### config.mk
export PLATFORM = sky130hd
export DESIGN_NAME = atom_wb_arbiter
export DESIGN_NICKNAME = d
export VERILOG_FILES = /design/src/rtl/atom_wb_arbiter_pkg.sv /design/src/rtl/atom_wb_timeout_cnt.sv /design/src/rtl/atom_wb_arbiter.sv
export SDC_FILE = /design/constraint.sdc
export NUM_CORES = 1
export LEC_CHECK = 0
export CAP_MARGIN = 20
export CORE_AREA = 5 5 104 106
export CTS_CLUSTER_DIAMETER = 30
export DETAILED_ROUTE_END_ITERATION = 10
export DIE_AREA = 0 0 109 111
export HOLD_SLACK_MARGIN = 0.05
export PLACE_DENSITY = 0.75
export SYNTH_ARGS = -nofsm -noshare
export SYNTH_HDL_FRONTEND = slang
export SYNTH_SLANG_ARGS = --single-unit
### constraint.sdc
create_clock -name wb_clk_i -period 4.75 [get_ports wb_clk_i]
set_clock_uncertainty 0.2 [all_clocks]
set_input_delay 0.95 -clock wb_clk_i [delete_from_list [all_inputs] [get_ports wb_clk_i]]
set_output_delay 0.95 -clock wb_clk_i [all_outputs]
set_load 0.005 [all_outputs]
### src/rtl/atom_wb_arbiter_pkg.sv
// ----------------------------------------------------------------------------
// atom_wb_arbiter_pkg
// Shared definitions for the Atom IBUS/DBUS Wishbone arbiter:
//   - arbiter FSM state encoding
//   - port-index constants (IBUS = 0, DBUS = 1)
//   - default timeout parameters
//   - round-robin winner selection helper
// ----------------------------------------------------------------------------
package atom_wb_arbiter_pkg;

    typedef enum logic [1:0] {
        ST_IDLE  = 2'd0,
        ST_GNT_I = 2'd1,
        ST_GNT_D = 2'd2
    } arb_state_e;

    localparam logic        PORT_IBUS              = 1'b0;
    localparam logic        PORT_DBUS              = 1'b1;
    localparam int unsigned DEFAULT_TIMEOUT_CYCLES = 32'd255;
    localparam logic [31:0] DEFAULT_TIMEOUT_DATA   = 32'hDEAD_BEEF;

    // Winner among the pending requesters; on a conflict the port that was
    // not granted last wins. Only meaningful when at least one port requests.
    function automatic logic rr_pick(input logic ib_req,
                                     input logic db_req,
                                     input logic last_gnt);
        logic pick;
        if (ib_req && db_req) begin
            pick = ~last_gnt;
        end else if (db_req) begin
            pick = PORT_DBUS;
        end else begin
            pick = PORT_IBUS;
        end
        return pick;
    endfunction

endpackage

### src/rtl/atom_wb_timeout_cnt.sv
// ----------------------------------------------------------------------------
// atom_wb_timeout_cnt
// Wait-cycle counter for a granted transaction. Only instantiated when
// ATOM_WB_ARB_TIMEOUT_EN is defined.
//   clk    : clock
//   rst_n  : asynchronous active-low reset
//   clr    : hold the count at zero (arbiter idle, so a new grant starts at 0)
//   en     : one more cycle waited without an acknowledge
//   expire : the current cycle is wait cycle number LIMIT
// ----------------------------------------------------------------------------
module atom_wb_timeout_cnt #(
    parameter int unsigned LIMIT = 32'd255
) (
    input  logic clk,
    input  logic rst_n,
    input  logic clr,
    input  logic en,
    output logic expire
);

    localparam int unsigned     CNT_W     = $clog2(LIMIT + 32'd1);
    // count_r holds the number of wait cycles already completed, so the
    // LIMIT-th wait cycle is the one that sees LIMIT-1.
    localparam logic [CNT_W-1:0] LAST_WAIT = CNT_W'(LIMIT - 32'd1);

    logic [CNT_W-1:0] count_r;

    // Wait-cycle count: cleared while idle, saturates at the expiry value.
    always_ff @(posedge clk or negedge rst_n) begin
        if (!rst_n) begin
            count_r <= {CNT_W{1'b0}};
        end else if (clr) begin
            count_r <= {CNT_W{1'b0}};
        end else if (en && (count_r != LAST_WAIT)) begin
            count_r <= count_r + CNT_W'(1);
        end else begin
            count_r <= count_r;
        end
    end

    assign expire = ~clr & (count_r == LAST_WAIT);

endmodule

### src/rtl/atom_wb_arbiter.sv
// ----------------------------------------------------------------------------
// atom_wb_arbiter
// Two-to-one Wishbone arbiter merging the Atom core IBUS (read-only) and DBUS
// masters onto one shared Wishbone master. One grant at a time, round-robin
// on conflicts, ack routed only to the granted port.
//
// Optional feature macro: ATOM_WB_ARB_TIMEOUT_EN
//   defined   : a grant waiting TIMEOUT_CYCLES cycles without m_ack_i is
//               terminated with a one-cycle ack carrying TIMEOUT_DATA, and
//               the sticky timeout_o flag is set.
//   undefined : a grant waits indefinitely; timeout_o is tied 0.
//
// Ports
//   wb_clk_i, wb_rst_i           : clock, asynchronous active-low reset
//   ib_adr_i, ib_stb_i           : IBUS request (read, all bytes)
//   ib_dat_o, ib_ack_o           : IBUS response
//   db_adr_i, db_dat_i, db_we_i,
//   db_sel_i, db_stb_i, db_cyc_i : DBUS request
//   db_dat_o, db_ack_o           : DBUS response
//   m_adr_o .. m_cyc_o           : shared master request
//   m_dat_i, m_ack_i             : shared master response
//   timeout_o                    : sticky timeout flag
// ----------------------------------------------------------------------------
module atom_wb_arbiter
    import atom_wb_arbiter_pkg::*;
#(
    parameter int unsigned TIMEOUT_CYCLES = DEFAULT_TIMEOUT_CYCLES,
    parameter logic [31:0] TIMEOUT_DATA   = DEFAULT_TIMEOUT_DATA
) (
    input  logic        wb_clk_i,
    input  logic        wb_rst_i,
    input  logic [31:0] ib_adr_i,
    input  logic        ib_stb_i,
    output logic [31:0] ib_dat_o,
    output logic        ib_ack_o,
    input  logic [31:0] db_adr_i,
    input  logic [31:0] db_dat_i,
    input  logic        db_we_i,
    input  logic [3:0]  db_sel_i,
    input  logic        db_stb_i,
    input  logic        db_cyc_i,
    output logic [31:0] db_dat_o,
    output logic        db_ack_o,
    output logic [31:0] m_adr_o,
    output logic [31:0] m_dat_o,
    output logic        m_we_o,
    output logic [3:0]  m_sel_o,
    output logic        m_stb_o,
    output logic        m_cyc_o,
    input  logic [31:0] m_dat_i,
    input  logic        m_ack_i,
    output logic        timeout_o
);

    arb_state_e state_r;
    logic       last_gnt_r;

    logic ib_req_s;
    logic db_req_s;
    logic gnt_i_s;
    logic gnt_d_s;
    logic idle_s;
    logic gnt_req_s;
    logic expire_s;
    logic timeout_hit_s;
    logic done_s;

    assign ib_req_s  = ib_stb_i;
    assign db_req_s  = db_stb_i & db_cyc_i;
    assign gnt_i_s   = (state_r == ST_GNT_I);
    assign gnt_d_s   = (state_r == ST_GNT_D);
    assign idle_s    = (state_r == ST_IDLE);
    // Granted port is still asking; dropping it aborts the transaction.
    assign gnt_req_s = (gnt_i_s & ib_req_s) | (gnt_d_s & db_req_s);

`ifdef ATOM_WB_ARB_TIMEOUT_EN
    logic cnt_expire_s;
    logic timeout_r;

    atom_wb_timeout_cnt #(
        .LIMIT (TIMEOUT_CYCLES)
    ) u_timeout_cnt (
        .clk    (wb_clk_i),
        .rst_n  (wb_rst_i),
        .clr    (idle_s),
        .en     (gnt_req_s & ~m_ack_i),
        .expire (cnt_expire_s)
    );

    assign expire_s = cnt_expire_s & gnt_req_s;

    // Sticky timeout flag; a real slave ack on the expiry cycle does not set it.
    always_ff @(posedge wb_clk_i or negedge wb_rst_i) begin
        if (!wb_rst_i) begin
            timeout_r <= 1'b0;
        end else if (expire_s && !m_ack_i) begin
            timeout_r <= 1'b1;
        end else begin
            timeout_r <= timeout_r;
        end
    end

    assign timeout_o = timeout_r;
`else
    logic [31:0] cfg_unused_s;

    assign expire_s     = 1'b0;
    assign timeout_o    = 1'b0;
    assign cfg_unused_s = 32'(TIMEOUT_CYCLES);
`endif

    // Forced termination only when the slave did not answer on that cycle.
    assign timeout_hit_s = expire_s & ~m_ack_i;
    assign done_s        = ~gnt_req_s | m_ack_i | expire_s;

    // Grant FSM: one idle cycle between transactions, round-robin on conflicts.
    always_ff @(posedge wb_clk_i or negedge wb_rst_i) begin
        if (!wb_rst_i) begin
            state_r    <= ST_IDLE;
            last_gnt_r <= PORT_IBUS;
        end else begin
            case (state_r)
                ST_IDLE: begin
                    if (ib_req_s || db_req_s) begin
                        if (rr_pick(ib_req_s, db_req_s, last_gnt_r) == PORT_DBUS) begin
                            state_r    <= ST_GNT_D;
                            last_gnt_r <= PORT_DBUS;
                        end else begin
                            state_r    <= ST_GNT_I;
                            last_gnt_r <= PORT_IBUS;
                        end
                    end else begin
                        state_r    <= ST_IDLE;
                        last_gnt_r <= last_gnt_r;
                    end
                end
                ST_GNT_I, ST_GNT_D: begin
                    if (done_s) begin
                        state_r <= ST_IDLE;
                    end else begin
                        state_r <= state_r;
                    end
                    last_gnt_r <= last_gnt_r;
                end
                default: begin
                    state_r    <= ST_IDLE;
                    last_gnt_r <= last_gnt_r;
                end
            endcase
        end
    end

    // Master request mux; follows the state so reset drops stb/cyc immediately.
    always_comb begin
        m_adr_o = 32'h0000_0000;
        m_dat_o = 32'h0000_0000;
        m_we_o  = 1'b0;
        m_sel_o = 4'h0;
        m_stb_o = 1'b0;
        case (state_r)
            ST_GNT_I: begin
                m_adr_o = ib_adr_i;
                m_sel_o = 4'hF;
                m_stb_o = ib_req_s & ~expire_s;
            end
            ST_GNT_D: begin
                m_adr_o = db_adr_i;
                m_dat_o = db_dat_i;
                m_we_o  = db_we_i;
                m_sel_o = db_sel_i;
                m_stb_o = db_req_s & ~expire_s;
            end
            default: begin
                m_stb_o = 1'b0;
            end
        endcase
        m_cyc_o = m_stb_o;
    end

    assign ib_ack_o = gnt_i_s & ib_req_s & (m_ack_i | expire_s);
    assign db_ack_o = gnt_d_s & db_req_s & (m_ack_i | expire_s);

    // Read data is broadcast; only a forced termination substitutes the
    // timeout pattern on the granted port. Held at zero during reset.
    assign ib_dat_o = !wb_rst_i ? 32'h0000_0000 :
                      ((gnt_i_s & timeout_hit_s) ? TIMEOUT_DATA : m_dat_i);
    assign db_dat_o = !wb_rst_i ? 32'h0000_0000 :
                      ((gnt_d_s & timeout_hit_s) ? TIMEOUT_DATA : m_dat_i);

endmodule

# --- After elaboration in Yosys (flattened, before gate mapping) ---
# Cells that the tools add are included.
word_totals:
  input_bits: 139
  word_cells: 34
  reg_bits: 3
classes:
  bitwise_logic: 9
  mux: 15
  n_eq_ne: 3
  n_reduce_logical: 5
op_table:
  columns: ["cell", "count"]
  rows:
  - ["2-to-1 mux 32 bit", 2]
  - ["case mux 32 bit (2 select lines)", 1]
  - ["case mux 4 bit (2 select lines)", 1]
  - ["2-to-1 mux 1 bit", 6]
  - ["2-to-1 mux 2 bit", 3]
  - ["AND 1 bit", 5]
  - ["case mux 2 bit (2 select lines)", 1]
  - ["== test 2 x 1 -> 1 bit (second input constant)", 1]
  - ["== test 2 bit (second input constant)", 1]
  - ["zero test 2 bit", 1]
  - ["inequality test 2 bit (second input constant)", 1]
  - ["inverter 1 bit", 2]
  - ["OR 1 bit", 2]
  - ["case mux 1 bit (2 select lines)", 1]
  - ["AND reduction 2 bit", 1]
  - ["OR reduction 2 bit", 1]
  - ["logical AND 1 bit", 1]
  - ["logical OR 1 bit", 1]

# --- Logic depth before layout (Yosys ltp) ---
depth:
  depth_word: 8
  depth_mapped: 6
  mapped_depth_nobuf: 5

# --- Worst setup path before layout ---
# OpenSTA, ideal clock, no wires.
synth_timing:
  kind: "register to output"
  from: "register state_r[0]"
  to: "output port m_stb_o"
  required_ns: 3.600
  arrival_ns: 1.421
  path_buffers: 3
  path_stages_with_launch: 7
  setup_slack_ns: 2.179
  path_cell_list: "dfrtp_1 inv_1 ha_1 clkbuf_1 clkbuf_1 nor2b_1 buf_4"
synth_between:
  elab_chain_len: 2
  elab_cells_between_ends: 3
synth_rtl:
  columns: ["element", "line_no", "source"]
  rows:
  - ["start: declaration", "atom_wb_arbiter.sv:55", "arb_state_e state_r;"]
  - ["start signal: assignment", "atom_wb_arbiter.sv:141", "state_r <= state_r;"]
  - ["== test 2 bit or == test 2 x 1 -> 1 bit (tied branches)", "atom_wb_arbiter.sv:160", "case (state_r)"]
  - ["case mux 1 bit (2 select lines) (*)", "atom_wb_arbiter.sv:160", null]
  - ["end: declaration", "atom_wb_arbiter.sv:48", "output logic m_stb_o,"]
# Mark *: on every way between the ends. The rest lies on a longest branch, timed or not.

# --- Final worst setup path ---
layout_timing:
  from: "input port wb_rst_i"
  to: "output port ib_dat_o[31]"
layout_between:
  elab_chain_len: 1
layout_rtl:
  columns: ["element", "line_no", "source"]
  rows:
  - ["start: declaration", "atom_wb_arbiter.sv:31", "input logic wb_rst_i,"]
  - ["2-to-1 mux 32 bit", "atom_wb_arbiter.sv:185", "assign ib_dat_o = !wb_rst_i ? 32'h0000_0000 :"]
  - ["end: declaration", "atom_wb_arbiter.sv:34", "output logic [31:0] ib_dat_o,"]
# No other way between the ends.

==> impl_metrics.ini <==
[placement]
dp_hpwl_mm = 7.84
port_buffers = 275
gp_congestion = 0.775
detailed_place.area_um2 = 4070

[route]
ant_nets = 0
routed_wl_mm = 9.03
remaining_drc_errors = 0
first_iter_violations = 81
wl_per_cell_um = 15.7
dr.pass1.iters = 4
via_count = 2308
vias_per_cell = 4.01

[setup_path]
rr_startpoint = state_r[0]
critPathCaptureType = output port
reg2regPathDepth = 4
rrSetupSlack_ps = 2560
critPathLaunchType = input port
r2r_end = state_r[1]
cp.arrival_ps = 2450
cp.required_ps = 3600
crit_type = in -> out
worstPathMaxFanout = 35

[yosys]
netlist_instances = 213
muxShareOfSynthArea = 0.0137
yosys.area_share.simple = 0.464
yosys.area.top_type = and2_1
synth_top_family_by_area = simple AND/OR/NAND/NOR gates
synth_nets = 355
syn_avg_cell_area_um2 = 6.86
synth.area.top_cells = and2_1 (28%), buf_4 (19%), a22oi_1 (16%)
synth_seq_cells = 3
synth.distinct_cells = 20
synth_fa_ha_area_frac = 0.0257
synth_compound_area_frac = 0.203
yosysTopAreaCellShare = 0.278
mappedNetlistArea_um2 = 1460
yosysSeqAreaShare = 0.0514
synth_xor_area_frac = 0
yosys_warnings = 0

[final_layout]
syn2layout_area_growth_pct = 182
diodes = 0
layout-drive-gt1-share = 0.0226
final_area_um2 = 4120
fillCellCount = 980
nets = 586

[cts]
cts_hold_buf = 0
numCtsBuffers = 3
clk_pin_slew_ps = 30
cts_tree = done
cts_root_buf = clkbuf_8
clk_latency_ps = 220
cts_sinks = 3
cts_setup_buffers = 0
ctsResizeCount = 0
cts_buffer_depth = 2
cts_htree_levels = 1

[timing]
drv_slew = 0
worstMarginPinSlew_ps = 890
max_slew_margin = 0.406
hold_violations = 0
fmax_mhz = 278
fin_hold_ws_ps = 332
finalSetupViolations = 0
fin_tns_setup_ps = 0
rsz0062_at_grt = no
period_share = 0.758
fin_crit_ps = 3600

[power_and_ir_drop]
ir_drop_mv = 0.109
p_comb_frac = 0.824
p_sw_mw = 0.218
p_leak_nw = 1.44
power_mw = 0.653
pwr-share-seq = 0.060
p_per_area_nw_per_um2 = 159
clockPowerShare = 0.116
p_int_mw = 0.435
p_sw_frac = 0.334

[min_path]
min_path_type = reg -> reg
worstHoldStart = last_gnt_r
holdPathStages = 1
whs_endpoint = last_gnt_r

[global_routing]
grt_usage = 0.138
antenna_found_initial = 0
grt-ovfl-total = 0
grt_pass1_wl_mm = 13.3
grt_max_degree = 41
grt_pass1_vias = 2478

[floorplanning]
start_util = 0.151
rows = 36
die_h_um = 111
pin_count = 277
fp.dieW_um = 109
die_area_um2 = 12100
core_um2 = 9680

[status]
status = finished clean

[run]
maxCapViolCount = 0
==> how the worst max path moves through the flow <==
stage / from / end / cells after the start
after detailed placement: wb_rst_i / ib_dat_o[31] / 4
after global placement: wb_rst_i / ib_dat_o[0] / 4
final: wb_rst_i / ib_dat_o[31] / 4
after global routing: state_r[0] / m_adr_o[29] / 6
after floorplan: state_r[0] / m_stb_o / 6
after CTS: state_r[0] / m_adr_o[28] / 6
==> logic make-up (layout without fill, tap and decap cells) <==
logic type               count (synthesis)  in the layout
AND/OR/NAND/NOR                        109            109
buffers and inverters                   55            285
AO/OA/AOI/OAI                           40             40
adder cells (fa/ha/maj)                  3              3
flip-flops                               3              3
multiplexers                             2              2
other                                    1              1
==> critical path: stages <==
cell             delay (ps)
clkdlybuf4s50_1         450
buf_4                   260
and2_1                  240
clkdlybuf4s50_1         540
==> cell usage in the layout, fill, tap and decap left out <==
cell and instances:
and2_1 65, nor2_1 1, buf_4 4, nand2_1 3, a21oi_1 4, nand4_1 1
a31oi_1 2, ha_2 1, nor2b_1 37, o211ai_1 1, nor3b_2 1, clkdlybuf4s50_1 275
a32oi_2 1, a22oi_1 32, ha_1 2, clkbuf_8 3, and3_1 1, dfrtp_1 3
inv_1 2, conb_1 1, mux2i_1 2, clkbuf_1 1
==> cell usage after synthesis <==
library cell	n
and2_1	65
nor2b_1	37
buf_4	36
a22oi_1	32
clkbuf_1	11
buf_2	6
a21oi_1	4
dfrtp_1	3
ha_1	3
nand2_1	3
a31oi_1	2
inv_1	2
mux2i_1	2
a32oi_2	1
and3_1	1
conb_1	1
nand4_1	1
nor2_1	1
nor3b_2	1
o211ai_1	1
==> power groups by stage <==
stage	Sequential, mW	Combinational (mW)	Clock (mW)
floorplan	0.0382	0.232	0
finish	0.0394	0.538	0.0756
detailed placement	0.0395	0.545	0
global placement	0.0395	0.536	0
global route	0.0405	0.586	0.0797
CTS	0.0396	0.548	0.0779
==> metrics by stage <==
stage,instances,utilization,worst slack (ps)
floorplan,213,-,2180
global placement,572,0.420,1180
detailed placement,572,0.420,1150
CTS,576,0.425,1130
global route,576,0.425,922
finish,576,0.425,1150
==> area by class of cell <==
| type | count | area (um^2) | area share |
|---|---|---|---|
| Tap cell | 133 | 166 | 0.0404 |
| Clock buffer | 4 | 45.0 | 0.0109 |
| Inverter | 2 | 7.51 | 0.00182 |
| Sequential cell | 3 | 75.1 | 0.0182 |
| Multi-Input combinational cell | 155 | 1040 | 0.252 |
| Timing Repair Buffer | 279 | 2780 | 0.676 |
==> metal layers <==
metal / vias to the layer above / wire length [um] / track usage
met5: - / 0 / 0
met4: 0 / 136 / 0.0354
met3: 10 / 971 / 0.0443
met2: 138 / 4920 / 0.274
met1: 1029 / 3000 / 0.132
li1: 1131 / - / -
==> flip-flops by register name (all words and copies together) (netlist names) <==
| register | flops |
|---|---|
| state_r | 2 |
| last_gnt_r | 1 |
Note: power is estimated with default switching activity, not from simulation.
==> edit 1 (same settings) <==
Add a define of `ATOM_WB_ARB_TIMEOUT_EN`.
--- a/src/rtl/atom_wb_arbiter.sv
+++ b/src/rtl/atom_wb_arbiter.sv
@@ -21,6 +21,8 @@
 //   m_dat_i, m_ack_i             : shared master response
 //   timeout_o                    : sticky timeout flag
 // ----------------------------------------------------------------------------
+`define ATOM_WB_ARB_TIMEOUT_EN
+
 module atom_wb_arbiter
     import atom_wb_arbiter_pkg::*;
 #(
Behaviour: no difference found for any inputs over 10 cycles, from zero or initial values and one cycle with wb_rst_i low; that may be too few to reach the edited logic, so the function may still have changed.
==> edit 1 against the unedited design <==
- combinational power shrank 3%
- die area is the same
- power grew 15%
- via count grew 37%
- synthesized area grew 39%
- worst setup slack lost 0.65 ns
- cell count grew 17%
- design area grew 19%
- sequential cell count grew 9
- wire length grew 27%
- largest cell class unchanged
==> edit 1: results (changes against the unedited design) <==
[place]
port_buffers = 276  ; +0.36%
gp_congestion = 0.790  ; +2.0%
hpwlAfterDp_microns = 9710  ; +24%
dp.cells = 672  ; +17%
place_ws_ns = 0.517  ; -0.632 ns

[global_routing]
use_met3_pct = 5.53  ; +1.1 points
grt_pass1_vias = 3224  ; +30%
use_met1_pct = 18.2  ; +4.9 points
met2_usage_pct = 33.4  ; +6.0 points
grt.total_usage_pct = 17.8  ; +3.9 points
grt_max_degree = 73  ; +78%
grt_pass1_wl_microns = 17300  ; +30%

[pwr]
power_density_nw_per_um2 = 153  ; -3.8%
ir_worst_vdd_v = 0.0000919  ; -16%
netSwitchingFraction_pct = 32.4  ; -0.95 points
clock_power_w = 0.000113  ; +49%
power_frac_comb_pct = 69.7  ; -13 points
p_leak_nw = 1.78  ; +23%

[run_status]
status = complete, no violations

[detailed_routing]
drt-initial-drc-count = 159  ; +96%
dr_total_vias = 3151  ; +37%
viasPerCell = 4.66  ; +16%
wl_per_cell_microns = 16.9  ; +7.9%

[layout]
multi_input_area_share_pct = 32.0  ; +6.8 points
buffers = 282  ; +1.1%
largest_registers = u_timeout_cnt.count_r (8), state_r (2)
layout-drive-gt1-share_pct = 2.76  ; +0.51 points
nonClkBufAreaFrac_pct = 57.1  ; -11 points
fin_nets = 688  ; +17%
clkCellAreaFrac_pct = 1.12  ; +0.027 points
final-seq-area_sq_um = 300  ; +300%
multi_input_cells = 242  ; +56%

[setup_path]
cp_max_fo = 32  ; -8.6%
crit_arrival_ns = 3.10  ; +0.65 ns

[synth]
synth.cells.most_frequent = o21a_1 (49), nor2b_1 (36), and2_1 (33)
syn-instance-count = 290  ; +36%
syn_nets = 434  ; +22%
yosysUniqueCellTypes = 37  ; +85%
avgSynthCellArea_sq_um = 6.98  ; +1.8%
synthTopCellsByArea = o21a_1 (18%), dfrtp_1 (15%), a22oi_1 (12%)

[clock_network]
clk_pin_slew_ns = 0.06  ; +0.03 ns
htreeDepth = 1  ; unchanged
clk_latency_ns = 0.24  ; +0.02 ns
cts.sinks = 12  ; +9

[min_path]
hold_class = flip-flop to flip-flop

edit 1: cells by family (layout without fill, tap and decap cells):
| family | Yosys count | count (layout) | share of synthesized area, % |
|---|---|---|---|
| xor+xnor | 2 | 2 | 0.865 |
| flops | 12 | 12 | 14.8 |
| buf+inv | 36 | 289 | 7.60 |
| compound gates | 104 | 104 | 37.4 |
| mux | 2 | 2 | 1.05 |
| simple gates | 129 | 129 | 35.2 |
| fa+ha+maj | 5 | 5 | 3.09 |
edit 1: final timing paths:
check	from	endpoint	slack [ns]	cells after the start
max in group asynchronous	wb_rst_i	state_r[1]	3.11	2
worst min register to register	timeout_o	timeout_o	0.26	1
worst min-delay path	timeout_o	timeout_o	0.26	1
min in group asynchronous	wb_rst_i	timeout_o	1.08	2
worst max-delay path	db_cyc_i	ib_dat_o[21]	0.50	7
worst max register to register	state_r[1]	state_r[1]	2.52	4
edit 1: layer usage:
layer  routed length, microns  share of wire [%]
met3                     1360                 12
met1                     3860                 34
met2                     5910                 52
met4                      312                2.7
met5                        0                  0
==> edit 2 (same flow settings) <==
Made on the original files. The 3 states of `arb_state_e` get a one-hot encoding in 3 bits.
--- a/src/rtl/atom_wb_arbiter_pkg.sv
+++ b/src/rtl/atom_wb_arbiter_pkg.sv
@@ -8,10 +8,10 @@
 // ----------------------------------------------------------------------------
 package atom_wb_arbiter_pkg;
 
-    typedef enum logic [1:0] {
-        ST_IDLE  = 2'd0,
-        ST_GNT_I = 2'd1,
-        ST_GNT_D = 2'd2
+    typedef enum logic [2:0] {
+        ST_IDLE  = 3'b001,
+        ST_GNT_I = 3'b010,
+        ST_GNT_D = 3'b100
     } arb_state_e;
 
     localparam logic        PORT_IBUS              = 1'b0;
Check against the original RTL: same outputs for any inputs over 10 cycles, from zero or initial values and one cycle with wb_rst_i low; not proved beyond that.
==> edit 2 against the unedited design <==
- sequential cell count increased by 1
- worst setup slack got worse by 0.30 ns
- synthesized area is 8.0% lower
- power is 4.8% lower
- register-to-register slack gained 0.66 ns
- first-iteration DRC count fell by 30%
- design area decreased by 3.5%
- wire length shrank 4.0%
- critical path type unchanged
- largest cell class unchanged
==> edit 2: results (changes against the unedited design) <==
[min_path]
hold_class = flip-flop to flip-flop

[place]
gp_congestion = 0.805  ; +3.9%
postPlaceCellArea_sq_um = 3930  ; -3.5%
place_ws_ns = 0.795  ; -0.354 ns
port_buffers = 275  ; unchanged
hpwlAfterDp_microns = 7550  ; -3.8%

[global_routing]
grt.total_usage_pct = 13.0  ; -0.84 points
antenna_found_initial = 0  ; unchanged
grt_max_degree = 67  ; +63%
grt_pass1_vias = 2358  ; -4.8%
grt_pass1_wl_microns = 12500  ; -5.7%

[setup_path]
reg2reg_depth = 3  ; -1
rrSetupSlack_ns = 3.22  ; +0.66 ns
rr_endpoint = last_gnt_r
cp_max_fo = 33  ; -5.7%
r2r_start = state_r[0]
crit_arrival_ns = 2.75  ; +0.30 ns

[pwr]
p_leak_nw = 1.46  ; +1.3%
netSwitchingFraction_pct = 31.3  ; -2.1 points
ir_worst_vdd_v = 0.0000625  ; -43%

[detailed_routing]
dr_total_vias = 2157  ; -6.5%
routed_wl_microns = 8680  ; -4.0%
drt-initial-drc-count = 57  ; -30%

[synth]
yosysUniqueCellTypes = 27  ; +35%
synthTopCellsByArea = and2_1 (30%), a22o_1 (21%), buf_4 (19%)
yosysWarnings = 0  ; unchanged
syn_nets = 320  ; -9.9%
synth.cells.most_frequent = and2_1 (65), buf_4 (34), a22o_1 (32)
synth-seq-area-share_pct = 7.54  ; +2.4 points

[layout]
layout-drive-gt1-share_pct = 2.42  ; +0.16 points
fillers = 939  ; -4.2%
largest_registers = state_r (3), last_gnt_r (1)
fin_util_pct = 41.0  ; -1.5 points
fin_nets = 554  ; -5.5%

[timing]
slew_headroom_pct = 34.8  ; -5.8 points

[run_status]
status = complete, no violations

[edit 2: cell count changes in the layout (fill, tap and decap cells not counted), sizes merged, moves of 3 or more]
cell,unedited run,this run
a22o,0,32
a22oi,32,0
ha,3,0
nor2b,37,1
o21a,0,3
[edit 2: worst max-delay path by stage]
stage	slack, ns	cells past startpoint	start	to
floorplan	2.16	4	ib_stb_i	m_stb_o
global placement	0.81	3	wb_rst_i	ib_dat_o[31]
detailed placement	0.80	3	wb_rst_i	ib_dat_o[10]
CTS	0.79	3	wb_rst_i	ib_dat_o[10]
global route	0.67	3	wb_rst_i	ib_dat_o[10]
finish	0.85	3	wb_rst_i	ib_dat_o[10]
[edit 2: worst max-delay path: stages]
cell and delay (ns):
clkdlybuf4s50_1 0.98, and2_1 0.26, clkdlybuf4s50_1 0.55
[edit 2: cell type report]
cell class	instances	area share (%)
clock buffers	4	1.13
well taps	133	4.19
flip-flops and latches	4	2.55
repair buffers	277	69.7
multi-input cells	129	22.4
[edit 2: cell families after synthesis]
kind of cell / count (synthesis) / share of synthesized area, %
buffers and inverters: 48 / 26.3
AO/OA/AOI/OAI: 45 / 26.7
other: 1 / 0.279
AND/OR/NAND/NOR: 82 / 38.5
multiplexers: 1 / 0.745
flip-flops: 4 / 7.54
[edit 2: per-layer routing]
layer	vias to the layer above	track usage, %	wire length [microns]
li1	1055	-	-
met1	926	11.8	2740
met2	170	25.1	4420
met3	6	6.06	1430
met4	0	3.11	89
met5	-	0	0
[edit 2: through the flow]
step / hold WS (ns) / cells
2_1_floorplan: 0.275 / 181
3_3_place_gp: 0.308 / 543
3_5_place_dp: 0.314 / 543
4_1_cts: 0.324 / 547
5_1_grt: 0.354 / 547
6_report: 0.325 / 547
[edit 2: power by group through the flow]
stage	Sequential (W)	Combinational (W)	Clock, W
5_1_grt	0.0000776	0.000512	0.0000795
4_1_cts	0.0000733	0.000481	0.0000789
2_1_floorplan	0.0000604	0.000194	0
3_3_place_gp	0.0000720	0.000474	0
3_5_place_dp	0.0000734	0.000479	0
6_report	0.0000735	0.000472	0.0000762
